**src/rtl/mb128_serial_if.sv**
```systemverilog
// PC Engine joypad-port serial front end for the 128 KB save store: wake detect, command parse,
// byte-wide memory requests and read-bit return. Define MB128_TIMEOUT_EN to enable the idle abort.
module mb128_serial_if #(
  parameter int unsigned ADDR_W      = 17,
  parameter int unsigned SYNC_STAGES = 2,
  parameter int unsigned TIMEOUT_CYC = 262144
) (
  input  logic              clk,
  input  logic              rst_n,
  input  logic              pce_sel,
  input  logic              pce_clr,
  output logic [3:0]        pce_d,
  output logic              pce_d_oe,
  output logic              mem_req,
  output logic              mem_we,
  output logic [ADDR_W-1:0] mem_addr,
  output logic [7:0]        mem_wdata,
  input  logic [7:0]        mem_rdata,
  input  logic              mem_ack,
  output logic              busy,
  output logic              underrun
);

  localparam int unsigned LEN_W  = 20;
  localparam int unsigned AFLD_W = 10;
  localparam int unsigned TO_W   = $clog2(TIMEOUT_CYC + 1);
  localparam logic [7:0]  WAKE   = 8'hA8;
`ifdef MB128_TIMEOUT_EN
  localparam bit TIMEOUT_EN = 1'b1;
`else
  localparam bit TIMEOUT_EN = 1'b0;
`endif

  typedef enum logic [2:0] {
    S_IDLE, S_IDENT, S_CMD, S_ADDR, S_LEN, S_DATA, S_TRAIL
  } state_t;

  logic [SYNC_STAGES-1:0] sel_sync, clr_sync;
  logic                   clr_prev, clr_edge, sel_bit;

  state_t              state, state_n;
  logic [7:0]          wake_sr, wake_n, wake_shift;
  logic [LEN_W-1:0]    field_sr, field_n, field_shift;
  logic [4:0]          fcnt, fcnt_n;
  logic                is_read, is_read_n;
  logic [ADDR_W-1:0]   addr, addr_n;
  logic [LEN_W-1:0]    len_rem, len_n;
  logic [2:0]          bit_idx, bit_idx_n;
  logic [7:0]          wbyte, wbyte_n, wbyte_fill;
  logic [7:0]          rbyte, rbyte_n;
  logic                rvalid, rvalid_n;
  logic [1:0]          rd_out, rd_out_n, rd_skip, rd_skip_n;
  logic                hold_valid, hold_valid_n, hold_we, hold_we_n;
  logic [ADDR_W-1:0]   hold_addr, hold_addr_n;
  logic [7:0]          hold_data, hold_data_n;
  logic                trail, trail_n;
  logic [TO_W-1:0]     to_cnt, to_cnt_n;
  logic                underrun_n, busy_n, oe_n;
  logic [3:0]          pce_d_n;
  logic                mem_req_n, mem_we_n;
  logic [ADDR_W-1:0]   mem_addr_n;
  logic [7:0]          mem_wdata_n;
  logic                new_req, new_we, rd_done, abort;
  logic [ADDR_W-1:0]   new_addr;
  logic [7:0]          new_data;

  // Pin synchronisers and CLR rising-edge detect
  always_ff @(posedge clk or negedge rst_n) begin
    if (!rst_n) begin
      sel_sync <= '0;
      clr_sync <= '0;
      clr_prev <= 1'b0;
    end else begin
      sel_sync <= {sel_sync[SYNC_STAGES-2:0], pce_sel};
      clr_sync <= {clr_sync[SYNC_STAGES-2:0], pce_clr};
      clr_prev <= clr_sync[SYNC_STAGES-1];
    end
  end

  assign clr_edge = clr_sync[SYNC_STAGES-1] & ~clr_prev;
  assign sel_bit  = sel_sync[SYNC_STAGES-1];

  always_comb begin
    state_n      = state;
    wake_n       = wake_sr;
    field_n      = field_sr;
    fcnt_n       = fcnt;
    is_read_n    = is_read;
    addr_n       = addr;
    len_n        = len_rem;
    bit_idx_n    = bit_idx;
    wbyte_n      = wbyte;
    rbyte_n      = rbyte;
    rvalid_n     = rvalid;
    rd_skip_n    = rd_skip;
    hold_valid_n = hold_valid;
    hold_we_n    = hold_we;
    hold_addr_n  = hold_addr;
    hold_data_n  = hold_data;
    trail_n      = trail;
    to_cnt_n     = to_cnt;
    underrun_n   = underrun;
    mem_req_n    = mem_req;
    mem_we_n     = mem_we;
    mem_addr_n   = mem_addr;
    mem_wdata_n  = mem_wdata;
    new_req      = 1'b0;
    new_we       = 1'b0;
    new_addr     = addr;
    new_data     = 8'h00;
    pce_d_n      = 4'h0;
    wake_shift   = {sel_bit, wake_sr[7:1]};
    field_shift  = {sel_bit, field_sr[LEN_W-1:1]};
    wbyte_fill   = wbyte;
    wbyte_fill[bit_idx] = sel_bit;
    rd_done      = mem_req && mem_ack && !mem_we;
    abort        = TIMEOUT_EN && (state != S_IDLE) && !clr_edge &&
                   (to_cnt == TO_W'(TIMEOUT_CYC));

    // Returned read data; reads issued for an abandoned byte slot are discarded
    if (mem_req && mem_ack) mem_req_n = 1'b0;
    if (rd_done) begin
      if (rd_skip != 2'd0) begin
        rd_skip_n = rd_skip - 2'd1;
      end else begin
        rbyte_n  = mem_rdata;
        rvalid_n = 1'b1;
      end
    end

    if (state == S_IDLE)  to_cnt_n = '0;
    else if (TIMEOUT_EN)  to_cnt_n = to_cnt + TO_W'(1);

    if (clr_edge) begin
      to_cnt_n = '0;
      unique case (state)
        S_IDLE: begin
          wake_n = wake_shift;
          if (wake_shift == WAKE) begin
            state_n    = S_IDENT;
            wake_n     = '0;
            underrun_n = 1'b0;
          end
        end
        S_IDENT: state_n = S_CMD;
        S_CMD: begin
          is_read_n = sel_bit;
          field_n   = '0;
          fcnt_n    = '0;
          state_n   = S_ADDR;
        end
        S_ADDR: begin
          field_n = field_shift;
          fcnt_n  = fcnt + 5'd1;
          if (fcnt == 5'd9) begin
            addr_n  = ADDR_W'({field_shift[LEN_W-1 -: AFLD_W], 7'b0});
            field_n = '0;
            fcnt_n  = '0;
            state_n = S_LEN;
          end
        end
        S_LEN: begin
          field_n = field_shift;
          fcnt_n  = fcnt + 5'd1;
          if (fcnt == 5'd19) begin
            len_n     = field_shift;
            bit_idx_n = '0;
            wbyte_n   = '0;
            rvalid_n  = 1'b0;
            rd_skip_n = rd_out - 2'(rd_done);
            if (field_shift == '0) begin
              state_n = S_TRAIL;
              trail_n = 1'b0;
            end else begin
              state_n = S_DATA;
              new_req = is_read;
            end
          end
        end
        S_DATA: begin
          len_n     = len_rem - LEN_W'(1);
          bit_idx_n = bit_idx + 3'd1;
          if (is_read) begin
            if (!rvalid) underrun_n = 1'b1;
            if (bit_idx == 3'd7 && len_rem != LEN_W'(1)) begin
              rvalid_n  = 1'b0;
              rd_skip_n = rd_out - 2'(rd_done);
              addr_n    = addr + ADDR_W'(1);
              new_req   = 1'b1;
              new_addr  = addr + ADDR_W'(1);
            end
          end else begin
            wbyte_n = wbyte_fill;
            if (bit_idx == 3'd7 || len_rem == LEN_W'(1)) begin
              new_req  = 1'b1;
              new_we   = 1'b1;
              new_data = wbyte_fill;
              addr_n   = addr + ADDR_W'(1);
              wbyte_n  = '0;
            end
          end
          if (len_rem == LEN_W'(1)) begin
            state_n = S_TRAIL;
            trail_n = 1'b0;
          end
        end
        S_TRAIL: begin
          trail_n = 1'b1;
          if (trail) state_n = S_IDLE;
        end
        default: state_n = S_IDLE;
      endcase
    end

    // One request in flight; a second one waits in the holding register
    if (!mem_req) begin
      if (hold_valid && !abort) begin
        mem_req_n    = 1'b1;
        mem_we_n     = hold_we;
        mem_addr_n   = hold_addr;
        mem_wdata_n  = hold_data;
        hold_valid_n = new_req;
        hold_we_n    = new_we;
        hold_addr_n  = new_addr;
        hold_data_n  = new_data;
      end else if (new_req) begin
        mem_req_n   = 1'b1;
        mem_we_n    = new_we;
        mem_addr_n  = new_addr;
        mem_wdata_n = new_data;
      end
    end else if (new_req) begin
      hold_valid_n = 1'b1;
      hold_we_n    = new_we;
      hold_addr_n  = new_addr;
      hold_data_n  = new_data;
    end

    if (abort) begin
      state_n      = S_IDLE;
      wake_n       = '0;
      hold_valid_n = 1'b0;
      to_cnt_n     = '0;
    end

    rd_out_n = rd_out - 2'(rd_done) + 2'(new_req && !new_we);

    busy_n = (state_n != S_IDLE);
    oe_n   = busy_n;
    if (state_n == S_IDENT)
      pce_d_n = 4'h4;
    else if (state_n == S_DATA && is_read_n)
      pce_d_n = {3'b000, rvalid_n & rbyte_n[bit_idx_n]};
  end

  always_ff @(posedge clk or negedge rst_n) begin
    if (!rst_n) begin
      state      <= S_IDLE;
      wake_sr    <= '0;
      field_sr   <= '0;
      fcnt       <= '0;
      is_read    <= 1'b0;
      addr       <= '0;
      len_rem    <= '0;
      bit_idx    <= '0;
      wbyte      <= '0;
      rbyte      <= '0;
      rvalid     <= 1'b0;
      rd_out     <= '0;
      rd_skip    <= '0;
      hold_valid <= 1'b0;
      hold_we    <= 1'b0;
      hold_addr  <= '0;
      hold_data  <= '0;
      trail      <= 1'b0;
      to_cnt     <= '0;
      underrun   <= 1'b0;
      busy       <= 1'b0;
      pce_d_oe   <= 1'b0;
      pce_d      <= 4'h0;
      mem_req    <= 1'b0;
      mem_we     <= 1'b0;
      mem_addr   <= '0;
      mem_wdata  <= '0;
    end else begin
      state      <= state_n;
      wake_sr    <= wake_n;
      field_sr   <= field_n;
      fcnt       <= fcnt_n;
      is_read    <= is_read_n;
      addr       <= addr_n;
      len_rem    <= len_n;
      bit_idx    <= bit_idx_n;
      wbyte      <= wbyte_n;
      rbyte      <= rbyte_n;
      rvalid     <= rvalid_n;
      rd_out     <= rd_out_n;
      rd_skip    <= rd_skip_n;
      hold_valid <= hold_valid_n;
      hold_we    <= hold_we_n;
      hold_addr  <= hold_addr_n;
      hold_data  <= hold_data_n;
      trail      <= trail_n;
      to_cnt     <= to_cnt_n;
      underrun   <= underrun_n;
      busy       <= busy_n;
      pce_d_oe   <= oe_n;
      pce_d      <= pce_d_n;
      mem_req    <= mem_req_n;
      mem_we     <= mem_we_n;
      mem_addr   <= mem_addr_n;
      mem_wdata  <= mem_wdata_n;
    end
  end

endmodule

```
**config.mk**
```make
export PLATFORM = sky130hd
export DESIGN_NAME = mb128_serial_if
export DESIGN_NICKNAME = d
export VERILOG_FILES = /design/src/rtl/mb128_serial_if.sv
export SDC_FILE = /design/constraint.sdc
export NUM_CORES = 1
export LEC_CHECK = 0
export ABC_AREA = 1
export BUFFER_PORTS_ARGS = -buffer_cell sky130_fd_sc_hd__buf_2
export CAP_MARGIN = 5
export CORE_UTILIZATION = 60
export CTS_BUF_LIST = sky130_fd_sc_hd__clkbuf_8 sky130_fd_sc_hd__clkbuf_16
export CTS_CLUSTER_SIZE = 28
export DETAILED_ROUTE_END_ITERATION = 7
export PLACE_DENSITY = 0.89
export SYNTH_ARGS = -nofsm -noshare
export SYNTH_HDL_FRONTEND = slang
export SYNTH_SLANG_ARGS = --single-unit
```
**constraint.sdc**
```tcl
create_clock -name clk -period 2.4 [get_ports clk]
set_input_delay 0.48 -clock clk [delete_from_list [all_inputs] [get_ports clk]]
set_output_delay 0.48 -clock clk [all_outputs]
set_load 0.02 [all_outputs]
```
==> PnR_summary.wiki, run 1 <==
{| class="wikitable"
! Metric !! Value
|-
| Status || complete, no violations
|-
| Clock latency of the later-clocked register in the worst-skew pair || 0.44 ns
|-
| RSZ-0062 raised after global routing || false
|-
| Num CTS Buffers || 17
|-
| GRT overflow || 0
|-
| Yosys cell types || 45
|-
| Worst Path Max Fanout || 17
|-
| Max Cap Violations || 0
|-
| Wire length reported by the detailed router || 21.8 mm
|-
| Type of the worst setup path || register to register
|-
| Clock Sinks || 160
|-
| Peak per-stage delay on the critical path || 0.45 ns
|-
| Mean instance size in the synthesized netlist || 7.41 sq um
|-
| Cells traversed along the worst timing path || nand2_1 -> nor2_1 -> nand3_2 -> o21ai_0 -> nand2_1 -> nand3_1 -> nand3_1 -> nand2_1 -> nor2_1
|-
| TNS Setup || 0 ns
|-
| Wire length per cell || 15.1 microns
|-
| Top cells by area, synth || dfrtp_1, nand2_1, nand3_1
|-
| Clock slew seen by the registers of the worst setup and hold paths || 0.06 ns
|-
| Worst slew pin tran || 0.528 ns
|-
| Proportion of synthesized flip-flops having asynchronous set or reset || 100%
|-
| Crit share post-route || 90.9%
|-
| Cell with the largest stage delay on the worst path || dfrtp_1
|-
| Gpl congestion || 1.02
|-
| Worst max-slew margin expressed relative to the limit || 64.4%
|-
| Fraction of final layout cells with drive strength greater than 1 || 11.1%
|-
| Nets@finish || 1265
|-
| Detailed placement HPWL || 15.2 mm
|-
| Count of final max-slew check failures || 0
|-
| Post-DRT Antenna Nets || 0
|-
| Standard-cell rows || 44
|-
| Timing-limited maximum frequency || 458 MHz
|-
| Fin util || 68.6%
|-
| Count of placed standard cells in the final layout, fillers left out || 1440
|-
| Vias in the first global route || 7530
|-
| Number of storage elements in the synthesis netlist || 160
|-
| Mapped Area || 8880 sq um
|-
| Worst setup skew after layout || 0.00858 ns
|-
| Initial antenna violation count || 0
|-
| P per Cell Area || 641 nW/um^2
|-
| Clk root buf || clkbuf_16
|-
| All-layer global routing usage || 30.0%
|-
| Arrival time of data at the critical path endpoint || 2.51 ns
|-
| Required time reported for the critical path endpoint || 2.73 ns
|-
| Type of the worst min-delay path || input pin to register
|-
| Gate count after technology mapping || 1199
|-
| Maximum clock insertion buffer count || 2
|-
| Startpoint class of the critical path || register
|-
| Starting density of the core || 61.3%
|-
| Detailed-route vias per instance || 5.70
|-
| Largest net degree at the start of global routing || 50
|-
| TritonCTS clock tree || yes
|-
| Chip width || 124 microns
|-
| Ys Warns || 0
|-
| FILL cells || 1155
|-
| VDD IR-drop max || 0.000599 V
|-
| Number of vias in the routed layout || 8208
|-
| Number of top-level pins || 47
|-
| H-tree Lvls || 4
|-
| Die Outline Area || 15300 sq um
|-
| Setup violators final || 0
|-
| Number of design-rule violations left by the first detailed-router iteration || 878
|-
| Leakage || 5.12 nW
|-
| First-pass GRT wire length || 35.5 mm
|-
| Number of antenna repair diodes || 0
|-
| Number of enable-type register cells in the synthesized netlist || 0
|-
| Core area || 14500 sq um
|-
| Number of failing hold endpoints at the final stage || 0
|-
| Drc violations || 0
|-
| Count of input and output buffers || 44
|-
| Sequential cell area fraction in the yosys report || 45.1%
|-
| Die H || 124 microns
|-
| Final design area excluding fillers || 9940 sq um
|-
| Most used DFF post-synth || dfrtp_1
|-
| Worst Setup End Kind || register
|-
| Count of TritonRoute iterations in the first routing pass || 8
|-
| Share of the synthesized area in the top cell type || 45.1%
|-
| Placed Instance Area || 9300 sq um
|-
| Post-cts resize count || 0
|-
| Critical path's most frequent cell || nand2_1
|-
| Setup repair bufs after CTS || 0
|-
| Cell taking the most area after synthesis || dfrtp_1
|-
| Time the worst path needs with I/O delays and setup || 2.18 ns
|-
| Area growth, synth to finish || 11.9%
|-
| Placed Cells incl. Taps || 1407
|}
[layout by cell type, fill, tap and decap left out, drive strengths merged, types with 2 or more instances in the layout]
master and count:
o31ai 7, a31oi 13, a21oi 33, ha 9, nand3 134, nand4 12
o22a 2, bufinv 3, clkbuf 19, xor2 11, dfrtp 160, conb 2
nor3b 3, nand2 358, o22ai 21, o211ai 3, o21ai 86, buf 68
a2bb2oi 2, inv 156, nor2 112, xnor2 3, a22oi 7, a21boi 3
clkinv 6, nor3 15
[layer usage]
layer  part of all wire, %  global-route usage (%)  vias to the layer above
met3                   7.6                    6.96                       64
met2                    47                    47.2                      353
met5                     0                       0                        -
li1                      -                       -                     3974
met4                   2.6                    11.2                        0
met1                    43                    40.5                     3817
[cell usage after synthesis, types with 9 or more instances]
cell / instances
a31oi_1: 13
clkbuf_1: 15
ha_1: 9
a21oi_1: 33
nand2_1: 350
inv_1: 138
nor2_1: 99
nor3_1: 15
o22ai_1: 21
inv_2: 13
o21ai_0: 81
xor2_1: 11
buf_2: 17
dfrtp_1: 160
nand3_1: 128
nand4_1: 12
[layout make-up]
| class | instances | area (sq um) | area share, % |
|---|---|---|---|
| Sequential cell | 160 | 4000 | 40.3 |
| Tap cell | 184 | 230 | 2.32 |
| Multi-Input combinational cell | 843 | 4050 | 40.8 |
| Inverter | 152 | 571 | 5.74 |
| Clock buffer | 19 | 453 | 4.56 |
| Clock inverter | 13 | 175 | 1.76 |
| Timing Repair Buffer | 69 | 454 | 4.57 |
[final timing paths]
path	from	end	slack [ns]	cells past startpoint
max	mem_req	pce_d[0]	0.22	9
min	pce_sel	sel_sync[0]	0.15	1
max reg2reg	mem_req	pce_d[0]	0.22	9
min reg2reg	sel_sync[0]	sel_sync[1]	0.35	0
max in group asynchronous	rst_n	state[0]	1.19	3
min in group asynchronous	rst_n	hold_addr[8]	0.52	2
[timing repair]
action	in CTS	in global routing
endpoints found under the hold margin	37	0
setup endpoints to repair	0	0
hold buffers	1	0
[power breakdown]
part | leakage, nW | total, mW | internal [mW] | switching (mW)
Sequential | 2.17 | 2.92 | 2.82 | 0.0976
Combinational | 2.64 | 0.579 | 0.176 | 0.403
Clock | 0.312 | 2.87 | 1.72 | 1.16
Total | 5.12 | 6.37 | 4.71 | 1.66
[per-stage QoR]
| step | setup WS, ns | hold slack [ns] | power [mW] |
|---|---|---|---|
| detailed placement | 0.187 | 0.336 | 3.53 |
| global placement | 0.229 | 0.335 | 3.51 |
| floorplan | 0.594 | 0.184 | 3.33 |
| global route | 0.0679 | 0.135 | 6.61 |
| finish | 0.218 | 0.151 | 6.37 |
| CTS | 0.275 | 0.143 | 6.39 |
[flip-flops by register name, indices dropped and copies added (netlist names), 2 cells and up]
register	cells
field_sr	19
bit_idx	3
fcnt	5
clr_sync	2
mem_addr	17
hold_addr	17
wake_sr	7
rd_out	2
addr	17
pce_d	2
mem_wdata	8
wbyte	8
sel_sync	2
rd_skip	2
len_rem	20
rbyte	8
state	3
hold_data	8
[worst max-delay path, delay by kind of cell, from the launching register on]
family          cells  cell delay, ns
compound gates      1            0.40
simple gates        8            1.21
flops               1            0.45
[kinds of logic (layout without fill, tap and decap cells)]
kind of cell	Yosys count	after routing	share of synthesized area, %
fa+ha+maj	9	9	1.27
buf+inv	197	253	9.31
xor+xnor	14	14	1.38
flops	160	160	45.1
compound gates	181	181	11.6
simple gates	637	637	31.3
other cells	1	2	0.0422
No activity file was read; power rests on OpenSTA's default activity.
==> run 2, diff against run 1 <==
- CORE_UTILIZATION: 60 -> 45
- PLACE_DENSITY: 0.89 -> 0.73
==> PnR_summary.wiki, run 2 (synthesized netlist as in run 1, its figures left out) <==
{| class="wikitable"
! Metric !! Value
|-
| Startpoint of the most critical register-to-register path || len_rem[11]
|-
| Worst Setup Slack, final || 0.231 ns (+0.0126 ns)
|-
| Die H || 142 microns (+15%)
|-
| Met3 track utilization from global routing || 4.21% (-2.8 points)
|-
| Number of top-level pins || 47 (unchanged)
|-
| Switching part of the total || 25.5% (-0.57 points)
|-
| Post-cts resize count || 0 (unchanged)
|-
| Count of TritonRoute iterations in the first routing pass || 8 (unchanged)
|-
| TNS Setup || 0 ns (unchanged)
|-
| Number of design-rule violations left by the first detailed-router iteration || 716 (-18%)
|-
| Flip-flop count of the largest register after layout || 20 (unchanged)
|-
| Type of the worst min-delay path || input pin to register
|-
| Cell count of the worst hold path || 1 (unchanged)
|-
| Hold-critical path endpoint || clr_sync[0]
|-
| Nets@finish || 1268 (+0.24%)
|-
| Net switching power figure || 1.67 mW (+0.82%)
|-
| Count of placed standard cells in the final layout, fillers left out || 1524 (+5.8%)
|-
| Reg with most FFs || len_rem
|-
| Num CTS Buffers || 17 (unchanged)
|-
| Timing-limited maximum frequency || 461 MHz (+0.58%)
|-
| Fin util || 52.1% (-17 points)
|-
| Worst Setup End Kind || register
|-
| Status || complete, no violations
|-
| Worst slack at placement || 0.262 ns (+0.0753 ns)
|-
| Most frequent cells in the layout || nand2_1, dfrtp_1, inv_1, nand3_1, nor2_1
|-
| Met1 routing resource usage after global routing || 31.9% (-8.6 points)
|-
| All-layer global routing usage || 22.8% (-7.2 points)
|-
| Count of input and output buffers || 44 (unchanged)
|-
| Max Cap Violations || 0 (unchanged)
|-
| Hold Crit Start || pce_clr
|-
| Clk pwr share || 46.9% (+1.8 points)
|-
| Vias in the first global route || 7474 (-0.74%)
|-
| Clk root buf || clkbuf_16
|-
| VDD IR-drop max || 0.000643 V (+7.3%)
|-
| Number of failing hold endpoints at the final stage || 0 (unchanged)
|-
| Detailed placement HPWL || 15.5 mm (+2.1%)
|-
| TritonCTS clock tree || yes
|-
| Worst Path Max Fanout || 9 (-8)
|-
| Wire length reported by the detailed router || 21.8 mm (+0.28%)
|-
| Setup violators final || 0 (unchanged)
|-
| Clock Sinks || 160 (unchanged)
|-
| Time the worst path needs with I/O delays and setup || 2.17 ns (-0.0126 ns)
|-
| Internal Pwr Total || 4.89 mW (+3.8%)
|-
| Number of buffers inserted for hold repair after clock tree synthesis || 1 (unchanged)
|-
| Portion of total power attributed to sequential cells || 44.3% (-1.5 points)
|-
| Largest net degree at the start of global routing || 54 (+8.0%)
|-
| Detailed-route vias per instance || 5.27 (-7.6%)
|-
| Maximum clock insertion buffer count || 2 (unchanged)
|-
| Gpl congestion || 0.900 (-12%)
|-
| Wire length per cell || 14.3 microns (-5.3%)
|-
| First-pass GRT wire length || 36.6 mm (+3.1%)
|-
| Die Outline Area || 20300 sq um (+33%)
|-
| Arrival time of data at the critical path endpoint || 2.50 ns (about the same)
|-
| Starting density of the core || 45.8% (-16 points)
|-
| Leakage || 5.16 nW (+0.63%)
|-
| Count of final max-slew check failures || 0 (unchanged)
|-
| Worst reg2reg path endpoint || mem_addr[1]
|-
| Startpoint class of the critical path || register
|-
| P per Cell Area || 650 nW/um^2 (+1.4%)
|-
| GRT overflow || 0 (unchanged)
|-
| Chip width || 142 microns (+15%)
|-
| Initial antenna violation count || 0 (unchanged)
|-
| Portion of total power attributed to combinational logic || 8.7% (-0.4 points)
|-
| Most common library cell in the layout ignoring fill and taps || nand2_1
|-
| Number of antenna repair diodes || 0 (unchanged)
|-
| Setup repair bufs after CTS || 0 (unchanged)
|-
| RSZ-0062 raised after global routing || false
|-
| Global Route met2 Usage || 34.9% (-12 points)
|-
| Area growth, synth to finish || 13.8%
|-
| Post-DRT Antenna Nets || 0 (unchanged)
|-
| Worst reg-to-reg path cell count || 13 (+4)
|-
| Standard-cell rows || 51 (+16%)
|-
| Largest regs || len_rem x20, field_sr x19
|-
| Layer with the highest usage || met2
|-
| Crit share post-route || 90.4% (-0.52 points)
|-
| Clock slew seen by the registers of the worst setup and hold paths || 0.07 ns (about the same)
|-
| Worst setup slack for register-to-register paths || 0.23 ns (about the same)
|-
| Worst setup skew after layout || 0.0105 ns (+0.00192 ns)
|-
| Placed Cells incl. Taps || 1491 (+6.0%)
|-
| Fraction of final layout cells with drive strength greater than 1 || 11.4% (+0.21 points)
|-
| Drc violations || 0 (unchanged)
|-
| H-tree Lvls || 4 (unchanged)
|-
| Type of the worst setup path || register to register
|-
| Number of vias in the routed layout || 8029 (-2.2%)
|-
| Core area || 19400 sq um (+34%)
|-
| Clock latency of the later-clocked register in the worst-skew pair || 0.44 ns (about the same)
|-
| Required time reported for the critical path endpoint || 2.73 ns (about the same)
|}
[run 2: how the worst max path moves through the flow]
stage	to	start	slack, ns
after CTS	mem_addr[4]	len_rem[11]	0.25
after detailed placement	mem_addr[4]	len_rem[11]	0.26
final	mem_addr[1]	len_rem[11]	0.23
after floorplan	hold_addr[15]	len_rem[1]	0.59
after global routing	mem_addr[4]	len_rem[1]	0.003
after global placement	mem_addr[4]	len_rem[11]	0.30
[run 2: layer usage]
layer,up-vias,wire length (microns)
met5,-,0
met4,0,448
met3,37,1140
met2,233,9870
met1,3773,10400
li1,3986,-
[run 2: power by group through the flow]
stage	sequential [mW]	combinational (mW)	clock [mW]
6_report	2.91	0.573	3.08
5_1_grt	2.92	0.655	3.22
4_1_cts	2.91	0.578	3.12
3_5_place_dp	2.96	0.569	0
3_3_place_gp	2.96	0.563	0
2_1_floorplan	2.96	0.371	0
[run 2: critical path, cell delays in order, from the launching register on]
cell     delay (ns)
dfrtp_1        0.45
nor2_1         0.19
nand2_2        0.10
nor2_4         0.16
nand3_4        0.15
nand2_1        0.19
buf_4          0.21
nand2_1        0.08
nand3_1        0.07
o21ai_0        0.16
nand2_1        0.10
nand2_1        0.06
nand2_1        0.07
nand2_1        0.06
[run 2: layout make-up]
| type | instances | area [sq um] |
|---|---|---|
| repair buffers | 72 | 477 |
| multi-input cells | 843 | 4050 |
| well taps | 265 | 332 |
| clock buffers | 18 | 439 |
| flip-flops and latches | 160 | 4000 |
| clock inverters | 14 | 226 |
| inverters | 152 | 571 |
| fillers | 1865 | 9300 |
[run 2: per-stage QoR]
stage | hold slack [ns] | power, mW | instance area [sq um]
floorplan | 0.184 | 3.33 | 8880
global placement | 0.333 | 3.52 | 9430
detailed placement | 0.350 | 3.53 | 9430
CTS | 0.138 | 6.60 | 10100
global route | 0.138 | 6.80 | 10100
finish | 0.147 | 6.57 | 10100
